### config.mk
export PLATFORM = sky130hd
export DESIGN_NAME = spi_mosi_tx_flat
export DESIGN_NICKNAME = d
export VERILOG_FILES = /design/src/rtl/spi_mosi_tx_if.sv /design/src/rtl/spi_mosi_tx.sv /design/src/flat_wrapper.sv
export SDC_FILE = /design/constraint.sdc
export NUM_CORES = 1
export LEC_CHECK = 0
export BUFFER_PORTS_ARGS = -buffer_cell sky130_fd_sc_hd__buf_2
export CORE_MARGIN = 5
export CORE_UTILIZATION = 52
export CTS_CLUSTER_SIZE = 8
export DETAILED_ROUTE_END_ITERATION = 10
export GPL_TIMING_DRIVEN = 0
export PLACE_DENSITY_LB_ADDON = 0.15
export SLEW_MARGIN = 20
export SYNTH_ARGS = -nofsm -noshare
export SYNTH_HDL_FRONTEND = slang
export SYNTH_SLANG_ARGS = --single-unit
### constraint.sdc
create_clock -name spi_clk -period 2.1 [get_ports spi_clk]
set_input_delay 0.21 -clock spi_clk [delete_from_list [all_inputs] [get_ports spi_clk]]
set_output_delay 0.21 -clock spi_clk [all_outputs]
set_load 0.01 [all_outputs]
### src/rtl/spi_mosi_tx_if.sv
// rtl/spi_mosi_tx_if.sv - word handshake and serial output bundle for spi_mosi_tx
interface spi_mosi_tx_if #(
  parameter int DSIZE = 8
);
  logic             spi_cs;
  logic             data_av;
  logic             read_req;
  logic [DSIZE-1:0] spi_mosi_in;
  logic             spi_mosi_out;
  logic             data_ack;
  logic             busy;
  logic             word_done;
  logic             aborted;

  modport master (
    output spi_cs, data_av, read_req, spi_mosi_in,
    input  spi_mosi_out, data_ack, busy, word_done, aborted
  );

  modport slave (
    input  spi_cs, data_av, read_req, spi_mosi_in,
    output spi_mosi_out, data_ack, busy, word_done, aborted
  );
endinterface

### src/rtl/spi_mosi_tx.sv
// rtl/spi_mosi_tx.sv - parallel-to-serial MOSI shifter with back-to-back words and cs abort
module spi_mosi_tx #(
  parameter int DSIZE      = 8,
  parameter bit MSB_FIRST  = 1'b0,
  parameter bit IDLE_LEVEL = 1'b0
) (
  input logic spi_clk,
  input logic spi_rst_n,
  spi_mosi_tx_if.slave bus
);
  localparam int CW = $clog2(DSIZE);
  localparam logic [CW-1:0] LAST = CW'(DSIZE - 1);

  typedef enum logic [1:0] {IDLE, ARM, SHIFT} state_t;

  state_t           state, state_nxt;
  logic [DSIZE-1:0] shreg, shreg_nxt;
  logic [CW-1:0]    cnt, cnt_nxt, idx;
  logic             out_q, out_nxt;
  logic             ack_q, ack_nxt;
  logic             done_q, done_nxt;
  logic             abrt_q, abrt_nxt;
  logic             cap, last_bit;

  assign cap      = bus.data_av & ~bus.read_req;
  assign last_bit = (cnt == LAST);
  // cnt is the position within the word; idx maps it to a bit of the held word
  assign idx      = MSB_FIRST ? (LAST - cnt) : cnt;

  always_ff @(posedge spi_clk or negedge spi_rst_n) begin
    if (!spi_rst_n) begin
      state  <= IDLE;
      shreg  <= '0;
      cnt    <= '0;
      out_q  <= IDLE_LEVEL;
      ack_q  <= 1'b0;
      done_q <= 1'b0;
      abrt_q <= 1'b0;
    end else begin
      state  <= state_nxt;
      shreg  <= shreg_nxt;
      cnt    <= cnt_nxt;
      out_q  <= out_nxt;
      ack_q  <= ack_nxt;
      done_q <= done_nxt;
      abrt_q <= abrt_nxt;
    end
  end

  always_comb begin
    state_nxt = state;
    case (state)
      IDLE:    if (bus.spi_cs && cap) state_nxt = ARM;
      ARM:     if (!bus.spi_cs) state_nxt = SHIFT;
      SHIFT: begin
        if (bus.spi_cs)    state_nxt = IDLE;
        else if (last_bit) state_nxt = cap ? SHIFT : IDLE;
      end
      default: state_nxt = IDLE;
    endcase
  end

  always_comb begin
    shreg_nxt = shreg;
    cnt_nxt   = cnt;
    out_nxt   = out_q;
    ack_nxt   = 1'b0;
    done_nxt  = 1'b0;
    abrt_nxt  = 1'b0;
    case (state)
      IDLE: begin
        out_nxt = IDLE_LEVEL;
        cnt_nxt = '0;
        if (bus.spi_cs && cap) begin
          shreg_nxt = bus.spi_mosi_in;
          ack_nxt   = 1'b1;
        end
      end
      ARM: begin
        if (bus.spi_cs) begin
          out_nxt = IDLE_LEVEL;
        end else begin
          out_nxt = shreg[idx];
          cnt_nxt = cnt + 1'b1;
        end
      end
      SHIFT: begin
        if (bus.spi_cs) begin
          abrt_nxt  = 1'b1;
          out_nxt   = IDLE_LEVEL;
          cnt_nxt   = '0;
          shreg_nxt = '0;
        end else begin
          out_nxt = shreg[idx];
          if (last_bit) begin
            // reload here so the next word's first bit follows with no gap
            done_nxt = 1'b1;
            cnt_nxt  = '0;
            if (cap) begin
              shreg_nxt = bus.spi_mosi_in;
              ack_nxt   = 1'b1;
            end
          end else begin
            cnt_nxt = cnt + 1'b1;
          end
        end
      end
      default: begin
        out_nxt = IDLE_LEVEL;
        cnt_nxt = '0;
      end
    endcase
  end

  assign bus.spi_mosi_out = out_q;
  assign bus.data_ack     = ack_q;
  assign bus.word_done    = done_q;
  assign bus.aborted      = abrt_q;
  assign bus.busy         = (state == ARM) || (state == SHIFT);
endmodule

### src/flat_wrapper.sv
// flat-port wrapper written by rule: the top's interface ports become plain ports
module spi_mosi_tx_flat 
#(
  parameter int DSIZE      = 8,
  parameter bit MSB_FIRST  = 1'b0,
  parameter bit IDLE_LEVEL = 1'b0
)
  (spi_clk, spi_rst_n, bus_spi_cs, bus_data_av, bus_read_req, bus_spi_mosi_in, bus_spi_mosi_out, bus_data_ack, bus_busy, bus_word_done, bus_aborted);
  spi_mosi_tx_if #(.DSIZE(DSIZE)) bus_i ();
  input logic spi_clk;
  input logic spi_rst_n;
  input wire logic [$bits(bus_i.spi_cs)-1:0] bus_spi_cs;
  input wire logic [$bits(bus_i.data_av)-1:0] bus_data_av;
  input wire logic [$bits(bus_i.read_req)-1:0] bus_read_req;
  input wire logic [$bits(bus_i.spi_mosi_in)-1:0] bus_spi_mosi_in;
  output wire logic [$bits(bus_i.spi_mosi_out)-1:0] bus_spi_mosi_out;
  output wire logic [$bits(bus_i.data_ack)-1:0] bus_data_ack;
  output wire logic [$bits(bus_i.busy)-1:0] bus_busy;
  output wire logic [$bits(bus_i.word_done)-1:0] bus_word_done;
  output wire logic [$bits(bus_i.aborted)-1:0] bus_aborted;
  assign bus_i.spi_cs = bus_spi_cs;
  assign bus_i.data_av = bus_data_av;
  assign bus_i.read_req = bus_read_req;
  assign bus_i.spi_mosi_in = bus_spi_mosi_in;
  assign bus_spi_mosi_out = bus_i.spi_mosi_out;
  assign bus_data_ack = bus_i.data_ack;
  assign bus_busy = bus_i.busy;
  assign bus_word_done = bus_i.word_done;
  assign bus_aborted = bus_i.aborted;
  spi_mosi_tx #(.DSIZE(DSIZE), .MSB_FIRST(MSB_FIRST), .IDLE_LEVEL(IDLE_LEVEL)) u_core (.spi_clk(spi_clk), .spi_rst_n(spi_rst_n), .bus(bus_i));
endmodule
### Word level (Yosys, flattened, before mapping)

Cells that the tools add are included.

| cells by class | value |
|---|---|
| eq/ne operators | 7 |
| bitwise logic cells | 2 |
| muxes and demuxes | 29 |
| $lt $le $gt $ge | 1 |
| reduce and logical (&&, ||, !) cells | 7 |
| add/sub/neg operators | 1 |

Operators by type and width:

| cell | number |
|---|---|
| $mux 8 | 4 |
| $pmux 8 s2 | 1 |
| $mux 1 | 12 |
| $mux 2 | 5 |
| $mux 3 | 3 |
| $ne 3x2->1 const B | 2 |
| $pmux 2 s3 | 1 |
| $pmux 3 s2 | 1 |
| $lt 3x4->1 const B | 1 |
| $reduce_and 4->1 | 1 |
| $add 3x1->3 const B | 1 |
| $bmux 1 s3 | 1 |
| $eq 3x3->1 const B | 1 |
| $reduce_and 3->1 | 1 |
| $eq 2x1->1 const B | 1 |
| $eq 2x2->1 const B | 1 |
| $logic_not 2->1 | 1 |
| $ne 2x1->1 const B | 1 |
| $ne 2x2->1 const B | 1 |
| $pmux 1 s2 | 1 |
| $reduce_bool 2->1 | 1 |
| $reduce_or 2->1 | 1 |
| $and 1x1->1 | 1 |
| $logic_and 1x1->1 | 1 |
| 2 further kinds | 2 |

| word-level totals | value |
|---|---|
| register bits after elaboration | 17 |
| bits of input ports | 13 |

### Logic depth before layout (Yosys ltp)

| depth | value |
|---|---|
| depth after elaboration | 6 |
| gate-level depth with buffers | 6 |
| mapped depth without buffers | 6 |

### Worst setup path before layout

Ideal clock, no wire load.

| timing | value |
|---|---|
| path kind | flip-flop to flip-flop |
| start | reg u_core.cnt[1] |
| end | reg u_core.state[0] |
| path buffers | 0 |
| setup slack | 0.406 ns |
| setup time | 0.128 ns |
| data arrival time | 1.566 ns |
| cell stages (with the launch flop) | 7 |
| period minus slack after synthesis | 1.694 ns |
| cells stage by stage | dfrtp_1 -> ha_1 -> ha_1 -> nor2b_2 -> a211oi_2 -> a31oi_2 -> mux2_1 |

| between the ends | value |
|---|---|
| longest elaborated chain between the ends | 3 |

RTL lines:

| item | line | RTL |
|---|---|---|
| from (decl) | spi_mosi_tx.sv:18 | `logic [CW-1:0] cnt, cnt_nxt, idx;` |
| from (signal assigned) | spi_mosi_tx.sv:42 | `cnt <= cnt_nxt;` |
| $eq 3x3->1 | spi_mosi_tx.sv:26 | `assign last_bit = (cnt == LAST);` |
| $ne 3x2->1 (no source line) | - |  |
| $reduce_and 3->1 (no source line) | - |  |
| to (signal assigned) | spi_mosi_tx.sv:40 | `state <= state_nxt;` |
| to (decl) | spi_mosi_tx.sv:16 | `state_t state, state_nxt;` |

No other way between the ends.
A chain may end at the register's enable or synchronous reset.

### Worst setup path after layout

Ends and elaborated chain as after synthesis.

==> results list <==
- The run finished with clean final reports.
- Die Y-Extent: 52.06 microns
* DP HPWL: 1224 microns
* Final setup violating endpoints: 0
- Hold Path Class: in2reg
* Hold violation total from the final report: 0
* Maximum fanout count along the critical path: 7
* Post-cts sizing count: 0
* Share of the yosys chip area belonging to registers: 46.26%
- After global routing the overflow that remains totals 0.
- Path type of the worst setup path: reg2reg
* Synth cell types: 28
* FP Rows: 15
- TritonCTS built the clock tree.
* Number of synthesis warnings: 0
- Via count of the first global-routing pass: slightly below 700
- H-tree depth reported by CTS: 1
* Antenna-violating nets left: 0
* Post-Synth Adder-Cell Area: roughly 7%
- CTS saw 17 sinks.
- After clock tree synthesis, the clock-pin slew on the worst setup and hold paths is ~0.09 ns.
* Final cell area excluding filler cells: 1072 sq um
- At the worst endpoint, the arrival time is approximately 2.0 ns.
- At the pin with the least slew margin, the transition time is 0.3726 ns.
- Fill cells in the final layout number roughly 160.
- Starting Density: 53.85%
- The initial antenna violation count was 0.
- Routability-driven placement finished with a final weighted congestion of 0.7442.
- Fin Clk Skew: 0.002796 ns
* Critical register-to-register path startpoint: u_core.cnt[1]
* Post-synthesis mux area share: 13.47%
- Crit end category: flop
- Fraction of final layout cells sized beyond drive strength 1: between 20% and 30%
* Via density: ~5
* Flip-flop and latch area: roughly 430 sq um
- The final number of max-transition violations is 0.
- Global routing consumed, over all layers together, 14.97% of the routing resources.
- The repair_antennas step left the layout with diodes totalling 0.
* Number of max-cap violations: 0
- Count of unresolved DRC violations after routing: 0
- Compound-Gate Fraction of Synth Area: 12.38%
* Area of combinational cells with multiple inputs: 436.7 sq um
* Final critical path time including I/O delays and setup: 1.838 ns
- The clock passes through at most 2 buffers.
- At the worst endpoint, the required time is 2.28 ns.
* TritonCTS buffer count: 3
- The die is 52.06 microns wide.
* Initial DRT Pass Iterations: 4
* Layout overhead on the synthesized area: 16.60%
- For this run, the share of the core covered by cells in the final layout is between 60% and 70%.
- The detailed router placed 670 vias in this run.
* Most common cell after layout, fill and taps aside: sky130_fd_sc_hd__buf_2
- Worst hold slack: 0.1490 ns
* Largest stage delay on the critical path: 0.47 ns
* Area of placed instances: ~1000 sq um
* Routed length per placed instance: 12.25 microns
* Total wirelength of the detailed-routed design: 1642 microns
- The slowest stage of the critical path is the sky130_fd_sc_hd__dfrtp_1 cell.
- STA classifies the critical path startpoint as a flop.
* Critical path origin: u_core.cnt[1]
- Xor/xnor cell area share of the yosys netlist: 0%
- In this design, the critical path's most frequently occurring cell is sky130_fd_sc_hd__ha_1.
* Clock root buffer: sky130_fd_sc_hd__clkbuf_4
- Combinational family with the most area after synthesis: simple AND/OR/NAND/NOR gates
- The cell count after synthesis came out at 87.
- Largest net degree at the start of global routing: 18
- The first global-routing pass estimated 2960 microns of wire.
* Commonest cells after routing, fill and taps aside: sky130_fd_sc_hd__buf_2, sky130_fd_sc_hd__dfrtp_1, sky130_fd_sc_hd__nand2_1
* Quantity of I/O buffers inserted on ports: 17
- Power after layout: 0.001235 W
* Initial DRC Count: 6
- 18 I/O pins were placed.
- Number of nets in the synthesized netlist: 105
* Post-synthesis instance area: 919.6 sq um
* Number of synthesized register bits: 17
- Worst hold start: bus_spi_mosi_in[4]
- At the later pin of the worst-skew pair, clock insertion delay measures 0.29 ns.
- Power density cells: roughly 1200 nW/um^2
* Setup repair after global routing missed its margin: false
- The final critical path takes up between 80% and 90% of the cycle.
- Static power due to leakage: 0.6007 nW
* Post-synthesis area per instance: 10.57 sq um
- Post-synthesis share of cell area spent on and, or, nand and nor gates: 14.83%
* Critical path, cell by cell: ha_1 -> ha_1 -> nor2b_2 -> a211oi_2 -> a31oi_2 -> mux2_1
* Total die area: 2710 sq um
- For the final routed database, the setup TNS stands at 0 ns.
- Largest voltage drop on the vdd net: 0.0007653 V
- Core footprint: 1708 sq um
- Max-slew headroom at the worst pin: 75.11%
- The net count of the finished layout is 128.
* Peak clock frequency supported by timing: about 540 MHz
==> kinds of logic after synthesis <==
logic type,count (synthesis)
simple gates,26
mux,11
fa+ha+maj,5
flops,17
buf+inv,15
compound gates,13
==> layer usage <==
layer / part of all wire, % / vias to the layer above / track usage, % / routed length [microns]
li1: - / 341 / - / -
met1: 46 / 310 / 18.30 / 760
met2: 48 / 17 / 24.90 / 785
met3: 5.4 / 2 / 6.017 / 89
met4: 0.37 / 0 / 2.620 / 6
met5: 0 / - / 0 / 0
==> worst max-delay path: cells and delay by family, from the launching register on <==
| family | cells | cell delay, ns |
|---|---|---|
| fa+ha+maj | 2 | 0.45 |
| simple gates | 1 | 0.19 |
| flops | 1 | 0.47 |
| compound gates | 2 | 0.26 |
| mux | 1 | 0.34 |
==> area by class of cell <==
cell class	instances	share of cell area, %
Inverter	13	4.551
Timing Repair Buffer	18	8.868
Buffer	2	0.8168
Tap cell	25	2.917
Multi-Input combinational cell	55	40.72
Sequential cell	17	39.67
Clock buffer	4	2.450
==> power breakdown <==
group | total (W) | internal [W] | switching, W
combinational | 0.000538 | 0.000242 | 0.000296
sequential | 0.000525 | 0.000451 | 0.0000731
clock | 0.000173 | 0.0000739 | 0.0000987
==> synth_stat cells, drive strengths merged <==
cell      n  share of area [%]
dfrtp    17                 46
nand2    15                6.1
inv      13                5.3
mux2i     9                9.8
ha        5                6.8
a21oi     3                2.9
nand3     3                1.6
o21ai     3                2.0
nor2b     2                1.6
o2111ai   2                1.9
o211ai    2                1.6
a211oi    1                1.4
a31oi     1                1.4
and3b     1               0.95
buf       1               0.54
clkbuf    1               0.41
mux2      1                1.2
mux4      1                2.4
nand2b    1               0.95
nand3b    1               0.82
nor2      1               0.41
nor3b     1                1.4
nor4b     1               0.95
o2111a    1                1.2
==> path summary, 6_finish.rpt <==
path	slack (ns)	cells past startpoint	to
max	0.26	6	u_core.state[0]
max in group asynchronous	1.47	2	u_core.state[0]
max reg2reg	0.26	6	u_core.state[0]
min reg2reg	0.52	2	u_core.shreg[4]
min	0.15	3	u_core.shreg[4]
min in group asynchronous	0.36	2	u_core.bus.data_ack
==> metrics by stage <==
| stage | setup slack [ns] | instances |
|---|---|---|
| final | 0.2619 | 134 |
| after global routing | 0.1510 | 134 |
| after CTS | 0.2550 | 134 |
| after detailed placement | 0.2763 | 129 |
| after global placement | 0.2887 | 129 |
| after floorplan | 0.4061 | 87 |
==> flip-flops by register name (all words and copies together), names as in the netlist <==
| signal | count |
|---|---|
| u_core.shreg | 8 |
| u_core.cnt | 3 |
| u_core.state | 2 |
| u_core.bus.aborted | 1 |
| u_core.bus.data_ack | 1 |
| u_core.bus.spi_mosi_out | 1 |
| u_core.bus.word_done | 1 |
==> repair_timing <==
action	in CTS	in global routing
endpoints found under the hold margin	17	0
setup buffers	0	0
setup endpoints to repair	0	0
hold buffers	1	0
No activity file was read; power rests on OpenSTA's default activity.
